## src/rtl/serial_pkg.sv

```systemverilog
// Shared definitions for the serial transmit and receive paths.
// Holds the frame FSM states, the line levels and a counter-width helper.
package serial_pkg;

  typedef enum logic [1:0] {
    IDLE  = 2'd0,
    START = 2'd1,
    DATA  = 2'd2,
    STOP  = 2'd3
  } tx_state_t;

  localparam logic LINE_IDLE = 1'b1;
  localparam logic START_LVL = 1'b0;

  // Width able to hold 0..n-1, never narrower than one bit.
  function automatic int unsigned cnt_width(input int unsigned n);
    return (n > 1) ? $clog2(n) : 1;
  endfunction

endpackage

```

## src/rtl/serial_baud_cnt.sv

```systemverilog
// Per-bit baud counter: counts 0..DIV-1 and flags the last clock of a bit period.
// A restart forces the count back to 0 on the following edge.
module serial_baud_cnt
  import serial_pkg::*;
#(
  parameter int unsigned DIV = 4
) (
  input  logic CLK,
  input  logic RST,
  input  logic restart,
  output logic tick
);

  localparam int unsigned CntW = cnt_width(DIV);
  localparam logic [CntW-1:0] CntLast = CntW'(DIV - 1);

  logic [CntW-1:0] cnt_q, cnt_d;

  assign tick = (cnt_q == CntLast);

  always_comb begin
    cnt_d = cnt_q + CntW'(1);
    if (restart || tick) begin
      cnt_d = '0;
    end
  end

  always_ff @(posedge CLK) begin
    if (RST) begin
      cnt_q <= '0;
    end else begin
      cnt_q <= cnt_d;
    end
  end

endmodule

```

## src/rtl/serial_tx.sv

```systemverilog
// Parallel-to-serial frame transmitter: start bit 0, DATA_W bits LSB first, stop bit 1,
// each bit held DIV clocks. Accepts a new word in the last stop cycle for gapless frames.
module serial_tx
  import serial_pkg::*;
#(
  parameter int unsigned DATA_W = 8,
  parameter int unsigned DIV    = 4
) (
  input  logic              CLK,
  input  logic              RST,
  input  logic              IN_VALID,
  input  logic [DATA_W-1:0] IN_DATA,
  output logic              IN_READY,
  output logic              OUT,
  output logic              BUSY
);

  localparam int unsigned IdxW = cnt_width(DATA_W);
  localparam logic [IdxW-1:0] IdxLast = IdxW'(DATA_W - 1);

  tx_state_t         state_q, state_d;
  logic [IdxW-1:0]   idx_q, idx_d;
  logic [DATA_W-1:0] shift_q, shift_d;
  logic              out_q, out_d;
  logic              tick;
  logic              restart;
  logic              accept;

  // Ready in IDLE and in the final STOP cycle, so back-to-back frames have no gap.
  assign IN_READY = !RST && ((state_q == IDLE) || ((state_q == STOP) && tick));
  assign accept   = IN_VALID && IN_READY;

  // Holding the counter at 0 in IDLE keeps START a full bit period long.
  assign restart = (state_d != state_q) || (state_q == IDLE);

  serial_baud_cnt #(
    .DIV (DIV)
  ) u_baud (
    .CLK     (CLK),
    .RST     (RST),
    .restart (restart),
    .tick    (tick)
  );

  always_comb begin
    state_d = state_q;
    idx_d   = idx_q;
    shift_d = shift_q;
    unique case (state_q)
      IDLE: begin
        if (accept) begin
          state_d = START;
          shift_d = IN_DATA;
        end
      end
      START: begin
        if (tick) begin
          state_d = DATA;
          idx_d   = '0;
        end
      end
      DATA: begin
        if (tick) begin
          shift_d = shift_q >> 1;
          if (idx_q == IdxLast) begin
            state_d = STOP;
          end else begin
            idx_d = idx_q + IdxW'(1);
          end
        end
      end
      STOP: begin
        if (tick) begin
          if (accept) begin
            state_d = START;
            shift_d = IN_DATA;
          end else begin
            state_d = IDLE;
          end
        end
      end
      default: state_d = IDLE;
    endcase
  end

  // The line level is registered from the next state so OUT changes with the state.
  always_comb begin
    out_d = LINE_IDLE;
    unique case (state_d)
      START:   out_d = START_LVL;
      DATA:    out_d = shift_d[0];
      default: out_d = LINE_IDLE;
    endcase
  end

  always_ff @(posedge CLK) begin
    if (RST) begin
      state_q <= IDLE;
      idx_q   <= '0;
      shift_q <= '0;
      out_q   <= LINE_IDLE;
    end else begin
      state_q <= state_d;
      idx_q   <= idx_d;
      shift_q <= shift_d;
      out_q   <= out_d;
    end
  end

  assign OUT  = out_q;
  assign BUSY = !RST && (state_q != IDLE);

endmodule

```

## config.mk

```make
export PLATFORM = sky130hd
export DESIGN_NAME = serial_tx
export DESIGN_NICKNAME = d
export VERILOG_FILES = /design/src/rtl/serial_pkg.sv /design/src/rtl/serial_baud_cnt.sv /design/src/rtl/serial_tx.sv
export SDC_FILE = /design/constraint.sdc
export NUM_CORES = 1
export LEC_CHECK = 0
export CAP_MARGIN = 5
export CORE_MARGIN = 4
export CORE_UTILIZATION = 57
export CTS_CLUSTER_DIAMETER = 60
export DETAILED_ROUTE_END_ITERATION = 12
export PLACE_DENSITY = 0.83
export SYNTH_ARGS = -nofsm -noshare
export SYNTH_HDL_FRONTEND = slang
export SYNTH_HIERARCHICAL = 1
export SYNTH_SLANG_ARGS = --single-unit
```

## constraint.sdc

```tcl
create_clock -name CLK -period 2.2 [get_ports CLK]
set_clock_uncertainty 0.1 [all_clocks]
set_input_delay 0.22 -clock CLK [delete_from_list [all_inputs] [get_ports CLK]]
set_output_delay 0.22 -clock CLK [all_outputs]
set_load 0.005 [all_outputs]
```

==> results of run 1 <==
==> per-stage QoR <==
| step | total power [W] | utilization | setup WS [ps] | instance area (sq um) |
|---|---|---|---|---|
| floorplan | 0.000406 | - | 673 | 996 |
| global placement | 0.000447 | 0.718 | 255 | 1130 |
| detailed placement | 0.000451 | 0.718 | 222 | 1130 |
| CTS | 0.000655 | 0.746 | 4.54 | 1180 |
| global route | 0.000678 | 0.748 | 253 | 1180 |
| finish | 0.000646 | 0.748 | 305 | 1180 |
==> state kept, by name, indices dropped and copies added, names as in the netlist <==
register and flops:
shift_q 8, idx_q 3, OUT 1, state_q 2, u_baud/cnt_q 2
==> layer usage <==
| layer | GRT usage | wire length [um] | vias to the layer above |
|---|---|---|---|
| li1 | - | - | 440 |
| met1 | 0.224 | 950 | 434 |
| met2 | 0.311 | 1060 | 23 |
| met3 | 0.0693 | 143 | 2 |
| met4 | 0.0507 | 13 | 0 |
| met5 | 0 | 0 | - |
==> critical path, cell delays in order (launching register included) <==
cell and delay [ps]:
dfxtp_1 340, ha_1 230, and2_4 170, a21o_4 240
and2_1 160, dlymetal6s2s_1 150
==> cell usage in the layout (no fill, tap or decap), drive strengths merged, types with 2 or more instances in the layout <==
| cell type | netlist | routed |
|---|---|---|
| nor2 | 12 | 12 |
| mux2 | 5 | 5 |
| buf | 6 | 6 |
| a222oi | 5 | 5 |
| nor3b | 4 | 4 |
| o21ai | 5 | 5 |
| clkbuf | 2 | 4 |
| mux2i | 3 | 3 |
| dfxtp | 16 | 16 |
| and2 | 2 | 2 |
| a21bo | 2 | 2 |
| or2b | 2 | 2 |
| a21oi | 7 | 7 |
| nand2 | 4 | 4 |
| o31a | 2 | 2 |
| nor2b | 3 | 3 |
| nor3 | 3 | 3 |
| ha | 3 | 3 |
| clkdlybuf4s50 | 0 | 12 |
| inv | 5 | 5 |
==> synthesized netlist by cell type (2+ instances only) <==
library cell,n
nor2b_1,3
inv_1,5
nor3_1,3
or2b_1,2
nand2_1,4
buf_4,3
a21bo_2,2
a21oi_1,7
nor3b_1,4
mux2_2,5
mux2i_1,3
o21ai_0,3
nor2_1,12
buf_6,2
dfxtp_1,16
ha_1,3
o31a_1,2
a222oi_1,5
==> report_power, final <==
group	switching [W]	internal [W]	total, W	leakage (nW)
Clock	0.0000971	0.000101	0.000198	0.0210
Combinational	0.0000577	0.0000717	0.000129	0.333
Sequential	0.0000122	0.000306	0.000319	0.131
Total	0.000167	0.000479	0.000646	0.485
==> worst max-delay path by stage <==
stage,to,slack [ps],cells after the start
4_1_cts,IN_READY,5,5
6_report,IN_READY,300,5
3_5_place_dp,shift_q[4],220,4
5_1_grt,IN_READY,250,5
2_1_floorplan,OUT,670,6
3_3_place_gp,shift_q[1],250,5
==> cells by family after synthesis <==
family          count (synthesis)  share of synthesized area
fa+ha+maj                       3                     0.0377
buf+inv                        13                     0.0779
xor+xnor                        1                    0.00880
simple gates                   39                      0.236
flops                          16                      0.322
mux                             8                     0.0867
compound gates                 30                      0.231
==> cell type report <==
| class | instances | area [sq um] |
|---|---|---|
| multi-input cells | 81 | 606 |
| fillers | 114 | 398 |
| flip-flops and latches | 16 | 320 |
| repair buffers | 19 | 178 |
| clock buffers | 4 | 36.3 |
| well taps | 16 | 20.0 |
| inverters | 5 | 18.8 |
==> impl_metrics.env, run 1 <==
export IMPL_relSlewSlack=0.649
export IMPL_yosysWarnings=6
export IMPL_syn_area_sq_um=996
export IMPL_die_w_um=49.8
export IMPL_grt_use_total=0.187
export IMPL_crit_type="flip-flop to output pin"
export IMPL_syn_inst=110
export IMPL_synth_edf_count=0
export IMPL_start_util=0.632
export IMPL_endpoint_kind="output pin"
export IMPL_dr_pass1_iters=4
export IMPL_critPathLaunchType="flip-flop"
export IMPL_postCtsSetupBuffers=0
export IMPL_htreeDepth=1
export IMPL_area_growth_pct=18.3
export IMPL_hold_buffers=0
export IMPL_die_area_sq_um=2480
export IMPL_antenna_left=0
export IMPL_port_buffers=13
export IMPL_synth_cell_types=44
export IMPL_arrival_ps=1580
export IMPL_viasPerCell=6.38
export IMPL_crit_start="u_baud/cnt_q[0]"
export IMPL_cts_repair_resized=1
export IMPL_worstHoldPathType="flip-flop to flip-flop"
export IMPL_yosysSeqAreaShare=0.322
export IMPL_routed_wl_um=2170
export IMPL_first_global_vias=821
export IMPL_cts_sinks=16
export IMPL_reg2reg_to="OUT"
export IMPL_yosys_area_top_type="dfxtp_1"
export IMPL_leakage_nw=0.485
export IMPL_finalSetupViolations=0
export IMPL_timing_hold_ws_ps=353
export IMPL_grt_ovfl_total=0
export IMPL_async_reset_ff_frac=0
export IMPL_drt_iter0_markers=50
export IMPL_finalHoldViolCount=0
export IMPL_cp_max_fo=6
export IMPL_syn_avg_cell_area_sq_um=9.05
export IMPL_crit_required_ps=1880
export IMPL_fin_crit_ps=1900
export IMPL_min_path_cells=1
export IMPL_synth_seq_cells=16
export IMPL_drv_slew=0
export IMPL_core_sq_um=1580
export IMPL_synthFlopType="dfxtp_1"
export IMPL_clk_pin_slew_worst_paths_ps=100
export IMPL_io_pin_count=14
export IMPL_power_density_nw_per_um2=548
export IMPL_ctsRootBufferMaster="clkbuf_4"
export IMPL_layout_drive_gt1_share=0.184
export IMPL_rsz0062_at_grt="false"
export IMPL_min_to="u_baud/cnt_q[0]"
export IMPL_worst_pin_slew_ps=524
export IMPL_dp_cells=137
export IMPL_antenna_found_initial=0
export IMPL_cts_buffers=3
export IMPL_gp_congestion=0.787
export IMPL_grt_pass1_wl_um=3570
export IMPL_grt_max_degree=17
export IMPL_syn_num_nets=124
export IMPL_wl_per_cell_um=15.4
export IMPL_cts_tree="done"
export IMPL_antennaDiodeCount=0
export IMPL_r2r_slack_ps=500
export IMPL_synth_top_cells_by_area="dfxtp_1, mux2_2, a222oi_1"
export IMPL_setup_tns_ps=0
export IMPL_peakVddDrop_mv=0.368
export IMPL_holdCritStartpoint="u_baud/cnt_q[0]"
export IMPL_instances_no_fill=141
export IMPL_r2r_cells=6
export IMPL_synth_top_area_share=0.322
export IMPL_cts_max_path_buffers=2
export IMPL_status="complete, no violations"
export IMPL_maxCapViolations=0
export IMPL_die_y_um=49.8
export IMPL_row_count=14
export IMPL_via_count=899
export IMPL_worstSkewPairLatency_ps=290
export IMPL_drc_errors=0
export IMPL_nNetsFinal=140
export IMPL_fin_crit_sh=0.862
export IMPL_dp_hpwl_um=1540
export IMPL_fmaxAchievable_mhz=528
export IMPL_reg2reg_from="u_baud/cnt_q[0]"
(Power assumes the default switching activity.)
==> run 2: changes to the inputs <==
Settings changed: CORE_ASPECT_RATIO set to 0.7, CORE_UTILIZATION 57 to 47, PLACE_DENSITY 0.83 to 0.73, SKIP_CTS_REPAIR_TIMING set to 1.
Clock period 2.2 ns to 1.65 ns, I/O delays scaled along.
==> run 2 against run 1 <==
Compared with the run above: via count is 1.8% higher; highest routed layer unchanged; flip-flop and latch count stayed put; core utilization is 8.5 points lower; critical endpoint is now BUSY.
==> impl_metrics.env, run 2 (synthesized netlist as in run 1, its figures left out) <==
export IMPL_dp_hpwl_um=1750
export IMPL_crit_buf_inv=1
export IMPL_worst_pin_slew_ps=378
export IMPL_finalPower_w=0.000885
export IMPL_largest_reg_flops=8
export IMPL_htreeDepth=1
export IMPL_critPathLaunchType="flip-flop"
export IMPL_grt_pass1_wl_um=3970
export IMPL_reg2reg_to="shift_q[6]"
export IMPL_worstHoldPathType="input pin to flip-flop"
export IMPL_layout_drive_gt1_share=0.311
export IMPL_fin_crit_ps=1630
export IMPL_cp_max_fo=4
export IMPL_start_util=0.515
export IMPL_top_regs="shift_q: 8 flops, idx_q: 3 flops"
export IMPL_dp_cells=150
export IMPL_grt_ovfl_total=0
export IMPL_ctsRootBufferMaster="clkbuf_4"
export IMPL_maxCapViolations=0
export IMPL_timing_hold_ws_ps=167
export IMPL_final_common_cell="dfxtp_1"
export IMPL_min_to="u_baud/cnt_q[0]"
export IMPL_instances_no_fill=154
export IMPL_fin_crit_sh=0.986
export IMPL_drt_iter0_markers=70
export IMPL_first_global_vias=896
export IMPL_leakage_nw=0.530
export IMPL_viasPerCell=5.94
export IMPL_antenna_left=0
export IMPL_critPathSlowestCell="clkdlybuf4s50_1"
export IMPL_setup_tns_ps=0
export IMPL_fmaxAchievable_mhz=615
export IMPL_arrival_ps=1360
export IMPL_antenna_found_initial=0
export IMPL_cts_max_path_buffers=2
export IMPL_fin_ws_ps=23.6
export IMPL_cts_sinks=16
export IMPL_r2r_cells=5
export IMPL_r2r_slack_ps=80
export IMPL_finalHoldViolCount=0
export IMPL_dr_pass1_iters=4
export IMPL_cts_tree="done"
export IMPL_nNetsFinal=147
export IMPL_via_count=915
export IMPL_cp_depth=3
export IMPL_rsz0062_at_grt="true"
export IMPL_path_cells="nor2_2 > nor2_1 > clkdlybuf4s50_1"
export IMPL_peakVddDrop_mv=0.321
export IMPL_port_buffers=13
export IMPL_gp_congestion=0.822
export IMPL_crit_type="flip-flop to output pin"
export IMPL_grt_use_total=0.177
export IMPL_io_pin_count=14
export IMPL_grt_max_degree=18
export IMPL_die_y_um=46.5
export IMPL_status="complete, no violations"
export IMPL_pre_cts_ws_ps=-116
export IMPL_clk_pin_slew_worst_paths_ps=100
export IMPL_die_w_um=63.0
export IMPL_drc_errors=0
export IMPL_path_delay_family="buffers and inverters"
export IMPL_layout_common_cells="dfxtp_1, buf_4, nor2_1, clkdlybuf4s50_1, a21oi_1"
export IMPL_power_density_nw_per_um2=690
export IMPL_wl_per_cell_um=15.5
export IMPL_relSlewSlack=0.745
export IMPL_min_path_cells=3
export IMPL_finalSetupViolations=0
export IMPL_cts_buffers=3
export IMPL_holdCritStartpoint="RST"
export IMPL_die_area_sq_um=2930
export IMPL_crit_required_ps=1380
export IMPL_endpoint_kind="output pin"
export IMPL_n_fill_cell=161
export IMPL_row_count=13
export IMPL_worstSkewPairLatency_ps=300
export IMPL_routed_wl_um=2390
export IMPL_drv_slew=0
export IMPL_max_stage_delay_ps=440
export IMPL_core_sq_um=1940
export IMPL_antennaDiodeCount=0
export IMPL_reg2reg_from="u_baud/cnt_q[0]"
export IMPL_area_growth_pct=28.8
export IMPL_largest_register="shift_q"
[run 2: changes by cell type in the layout (fill, tap and decap cells not counted), sizes merged]
cell	delta
clkdlybuf4s50	-1
buf	+7
clkbuf	+1
[run 2: cell type report]
class | instances | area (sq um) | area share
clock buffer | 4 | 36.3 | 0.0283
tap | 22 | 27.5 | 0.0215
multi-input combinational | 81 | 636 | 0.496
inverter | 5 | 18.8 | 0.0146
timing repair buffer | 26 | 238 | 0.185
sequential | 16 | 327 | 0.255
[run 2: worst register-to-register path, cell delays in order (launching register included)]
cell and delay [ps]:
dfxtp_2 340, ha_4 150, buf_4 180, and3b_2 270, a222oi_1 340, nor2_1 70
[run 2: metal layers]
| layer | up-vias | routed length (um) | track usage |
|---|---|---|---|
| li1 | 457 | - | - |
| met1 | 436 | 1100 | 0.193 |
| met2 | 20 | 1160 | 0.329 |
| met3 | 2 | 114 | 0.0585 |
| met4 | 0 | 11 | 0.0614 |
| met5 | - | 0 | 0 |
[run 2: worst max path at each step]
stage | from | endpoint | slack (ps)
floorplan | u_baud/cnt_q[0] | OUT | 120
detailed placement | IN_VALID | shift_q[1] | -120
finish | state_q[1] | BUSY | 20
global route | u_baud/cnt_q[0] | IN_READY | -20
global placement | IN_VALID | shift_q[1] | -70
CTS | u_baud/cnt_q[0] | IN_READY | -370
[run 2: metrics by stage]
| step | area (sq um) | utilization |
|---|---|---|
| finish | 1280 | 0.663 |
| global route | 1280 | 0.663 |
| floorplan | 996 | - |
| CTS | 1240 | 0.641 |
| global placement | 1200 | 0.622 |
| detailed placement | 1200 | 0.622 |
[run 2: power by group]
| part | switching [W] | internal, W | leakage [nW] | total (W) |
|---|---|---|---|---|
| clock | 0.000133 | 0.000135 | 0.0210 | 0.000268 |
| sequential | 0.0000190 | 0.000408 | 0.133 | 0.000427 |
| combinational | 0.0000829 | 0.000107 | 0.376 | 0.000190 |
| total | 0.000235 | 0.000650 | 0.530 | 0.000885 |
==> run 3: changes to the inputs <==
Settings changed: SYNTH_HIERARCHICAL 1 to not set.
==> run 3 against run 2 <==
Compared with the run above: the flow now finishes with violations (setup timing); worst hold slack improved by 180 ps; design area increased by 5.4%; wire length increased by 5.7%; register-to-register slack got worse by 80 ps; flip-flop and latch count unchanged; fmax decreased by 11%; non-clock buffer count increased by 7; sequential power about the same; worst setup slack got worse by 200 ps; total power decreased by 0.89%; count of clock-buffer cells in the layout unchanged; critical path type unchanged; largest cell class unchanged; largest power group unchanged; highest routed layer unchanged.
==> impl_metrics.env, run 3 <==
export IMPL_crit_buf_inv=2
export IMPL_critPathSlowestCell="clkdlybuf4s50_1"
export IMPL_wl_per_cell_um=15.3
export IMPL_area_growth_pct=38.1
export IMPL_violations="setup timing"
export IMPL_nNetsFinal=158
export IMPL_pwr_share_comb=0.210
export IMPL_r2r_slack_ps=0
export IMPL_drc_errors=0
export IMPL_reg2reg_from="idx_q[0]"
export IMPL_crit_type="flip-flop to output pin"
export IMPL_grt_use_total=0.188
export IMPL_die_w_um=62.5
export IMPL_finalHoldViolCount=0
export IMPL_path_delay_family="buffers and inverters"
export IMPL_reg2reg_to="idx_q[0]"
export IMPL_timing_hold_ws_ps=345
export IMPL_row_count=13
export IMPL_async_reset_ff_frac=0
export IMPL_cts_buffers=3
export IMPL_final_common_cell="buf_4"
export IMPL_switchingPower_w=0.000233
export IMPL_synth_top_area_share=0.327
export IMPL_critPathLaunchType="flip-flop"
export IMPL_worst_pin_slew_ps=276
export IMPL_die_y_um=46.2
export IMPL_synth_cell_types=39
export IMPL_path_cells="buf_6 > nor2_1 > nor2_1 > clkdlybuf4s50_1"
export IMPL_maxCapViolations=0
export IMPL_finalInstanceArea_sq_um=1350
export IMPL_setup_tns_ps=-176
export IMPL_dp_hpwl_um=1850
export IMPL_rsz0062_at_grt="true"
export IMPL_gp_congestion=0.779
export IMPL_largest_reg_flops=8
export IMPL_htreeDepth=1
export IMPL_grt_ovfl_total=0
export IMPL_antenna_left=0
export IMPL_ys_top_cells_by_count="dfxtp_1, nor2_1, nand2b_1"
export IMPL_fmaxAchievable_mhz=548
export IMPL_routed_wl_um=2520
export IMPL_n_fill_cell=150
export IMPL_holdCritStartpoint="u_baud.cnt_q[0]"
export IMPL_multiInputGateArea_sq_um=649
export IMPL_yosys_area_top_type="dfxtp_1"
export IMPL_yosysSeqAreaShare=0.327
export IMPL_max_stage_delay_ps=520
export IMPL_syn_area_sq_um=978
export IMPL_crit_path_frequent_cell="nor2_1"
export IMPL_min_to="u_baud.cnt_q[0]"
export IMPL_drv_slew=0
export IMPL_antennaDiodeCount=0
export IMPL_leakage_nw=0.561
export IMPL_synth_top_cells_by_area="dfxtp_1, nand2b_1, nor2_1"
export IMPL_crit_start="state_q[1]"
export IMPL_synth_seq_cells=16
export IMPL_layout_drive_gt1_share=0.294
export IMPL_regArea_sq_um=329
export IMPL_port_buffers=13
export IMPL_clk_pin_slew_worst_paths_ps=90
export IMPL_fin_ws_ps=-176
export IMPL_min_path_cells=1
export IMPL_first_global_vias=931
export IMPL_drt_iter0_markers=51
export IMPL_worstSkewPairLatency_ps=290
export IMPL_endpoint_kind="output pin"
export IMPL_core_sq_um=1920
export IMPL_top_regs="shift_q: 8 flops, idx_q: 3 flops"
export IMPL_viasPerCell=5.84
export IMPL_status="finished with violations"
export IMPL_cp_depth=4
export IMPL_fin_crit_ps=1830
export IMPL_finalSetupViolations=2
export IMPL_peakVddDrop_mv=0.317
export IMPL_cts_max_path_buffers=2
export IMPL_finalPower_w=0.000877
export IMPL_cts_tree="done"
export IMPL_dpl_cell_area_sq_um=1210
export IMPL_grt_max_degree=16
export IMPL_layout_common_cells="buf_4, nor2_1, clkdlybuf4s50_1, dfxtp_1, nand2b_1"
export IMPL_cp_max_fo=14
export IMPL_yosysMostFrequentCell="dfxtp_1"
export IMPL_r2r_cells=6
export IMPL_io_pin_count=14
export IMPL_via_count=964
export IMPL_arrival_ps=1560
export IMPL_die_area_sq_um=2890
export IMPL_clkPwrFrac=0.304
export IMPL_power_density_nw_per_um2=649
export IMPL_p_int_w=0.000644
export IMPL_p_seq_frac=0.486
export IMPL_worstHoldPathType="flip-flop to flip-flop"
export IMPL_largest_register="shift_q"
export IMPL_yosysWarnings=0
export IMPL_grt_pass1_wl_um=4200
export IMPL_start_util=0.510
export IMPL_syn_inst=115
export IMPL_relSlewSlack=0.816
export IMPL_syn_avg_cell_area_sq_um=8.51
export IMPL_syn_num_nets=129
export IMPL_fin_crit_sh=1.11
export IMPL_antenna_found_initial=0
export IMPL_dr_pass1_iters=4
export IMPL_switching_share=0.266
export IMPL_synthFlopType="dfxtp_1"
export IMPL_crit_required_ps=1380
export IMPL_cts_sinks=16
export IMPL_ctsRootBufferMaster="clkbuf_4"
export IMPL_synth_edf_count=0
run 3: cell types whose count changed after synthesis, moves of 4 or more:
cell,change
inv_1,-4
a211oi_1,+6
and3_1,+5
nand2b_1,+8
o22ai_1,+4
mux2_2,-5
a222oi_1,-5
run 3: worst reg2reg max path, cell delays in order (launching register included):
cell and delay [ps]:
dfxtp_2 350, ha_4 160, ha_4 150, or3b_1 340, a21o_1 220, mux2i_1 170, nor2_1 60
run 3: layer usage:
layer	vias to the layer above	track usage	part of all wire
met5	-	0	0
met4	0	0.0658	0.0079
met3	4	0.0585	0.058
met2	21	0.335	0.47
met1	454	0.219	0.46
li1	485	-	-
run 3: worst max path at each step:
stage / slack, ps / to
2_1_floorplan: 9 / idx_q[0]
3_3_place_gp: -100 / OUT
3_5_place_dp: -180 / OUT
4_1_cts: -310 / BUSY
5_1_grt: -230 / BUSY
6_report: -180 / BUSY
run 3: final cells by class:
type / instances / area share
inverter: 1 / 0.00556
clock buffer: 4 / 0.0269
tap: 22 / 0.0204
sequential: 16 / 0.244
timing repair buffer: 33 / 0.223
multi-input combinational: 89 / 0.481
run 3: stage by stage:
stage | cells | setup slack, ps | utilization
final | 165 | -176 | 0.704
after global routing | 165 | -230 | 0.704
after CTS | 163 | -314 | 0.651
after detailed placement | 159 | -182 | 0.632
after global placement | 159 | -96.0 | 0.632
after floorplan | 115 | 9.46 | -
run 3: power by group through the flow:
stage          sequential [W]  combinational (W)  clock [W]
3_5_place_dp         0.000431           0.000174          0
6_report             0.000426           0.000184   0.000266
2_1_floorplan        0.000427          0.0000997          0
5_1_grt              0.000429           0.000201   0.000294
3_3_place_gp         0.000430           0.000168          0
4_1_cts              0.000423           0.000176   0.000280
run 3: cells by family after synthesis:
family | after synthesis | share of synthesized area
muxes | 5 | 0.0512
AOI/OAI and AO/OA | 26 | 0.188
DFF | 16 | 0.327
xor gates and xnor gates | 1 | 0.00895
buffers and inverters | 10 | 0.0627
and+or+nand+nor | 54 | 0.324
adders and majority gates | 3 | 0.0384
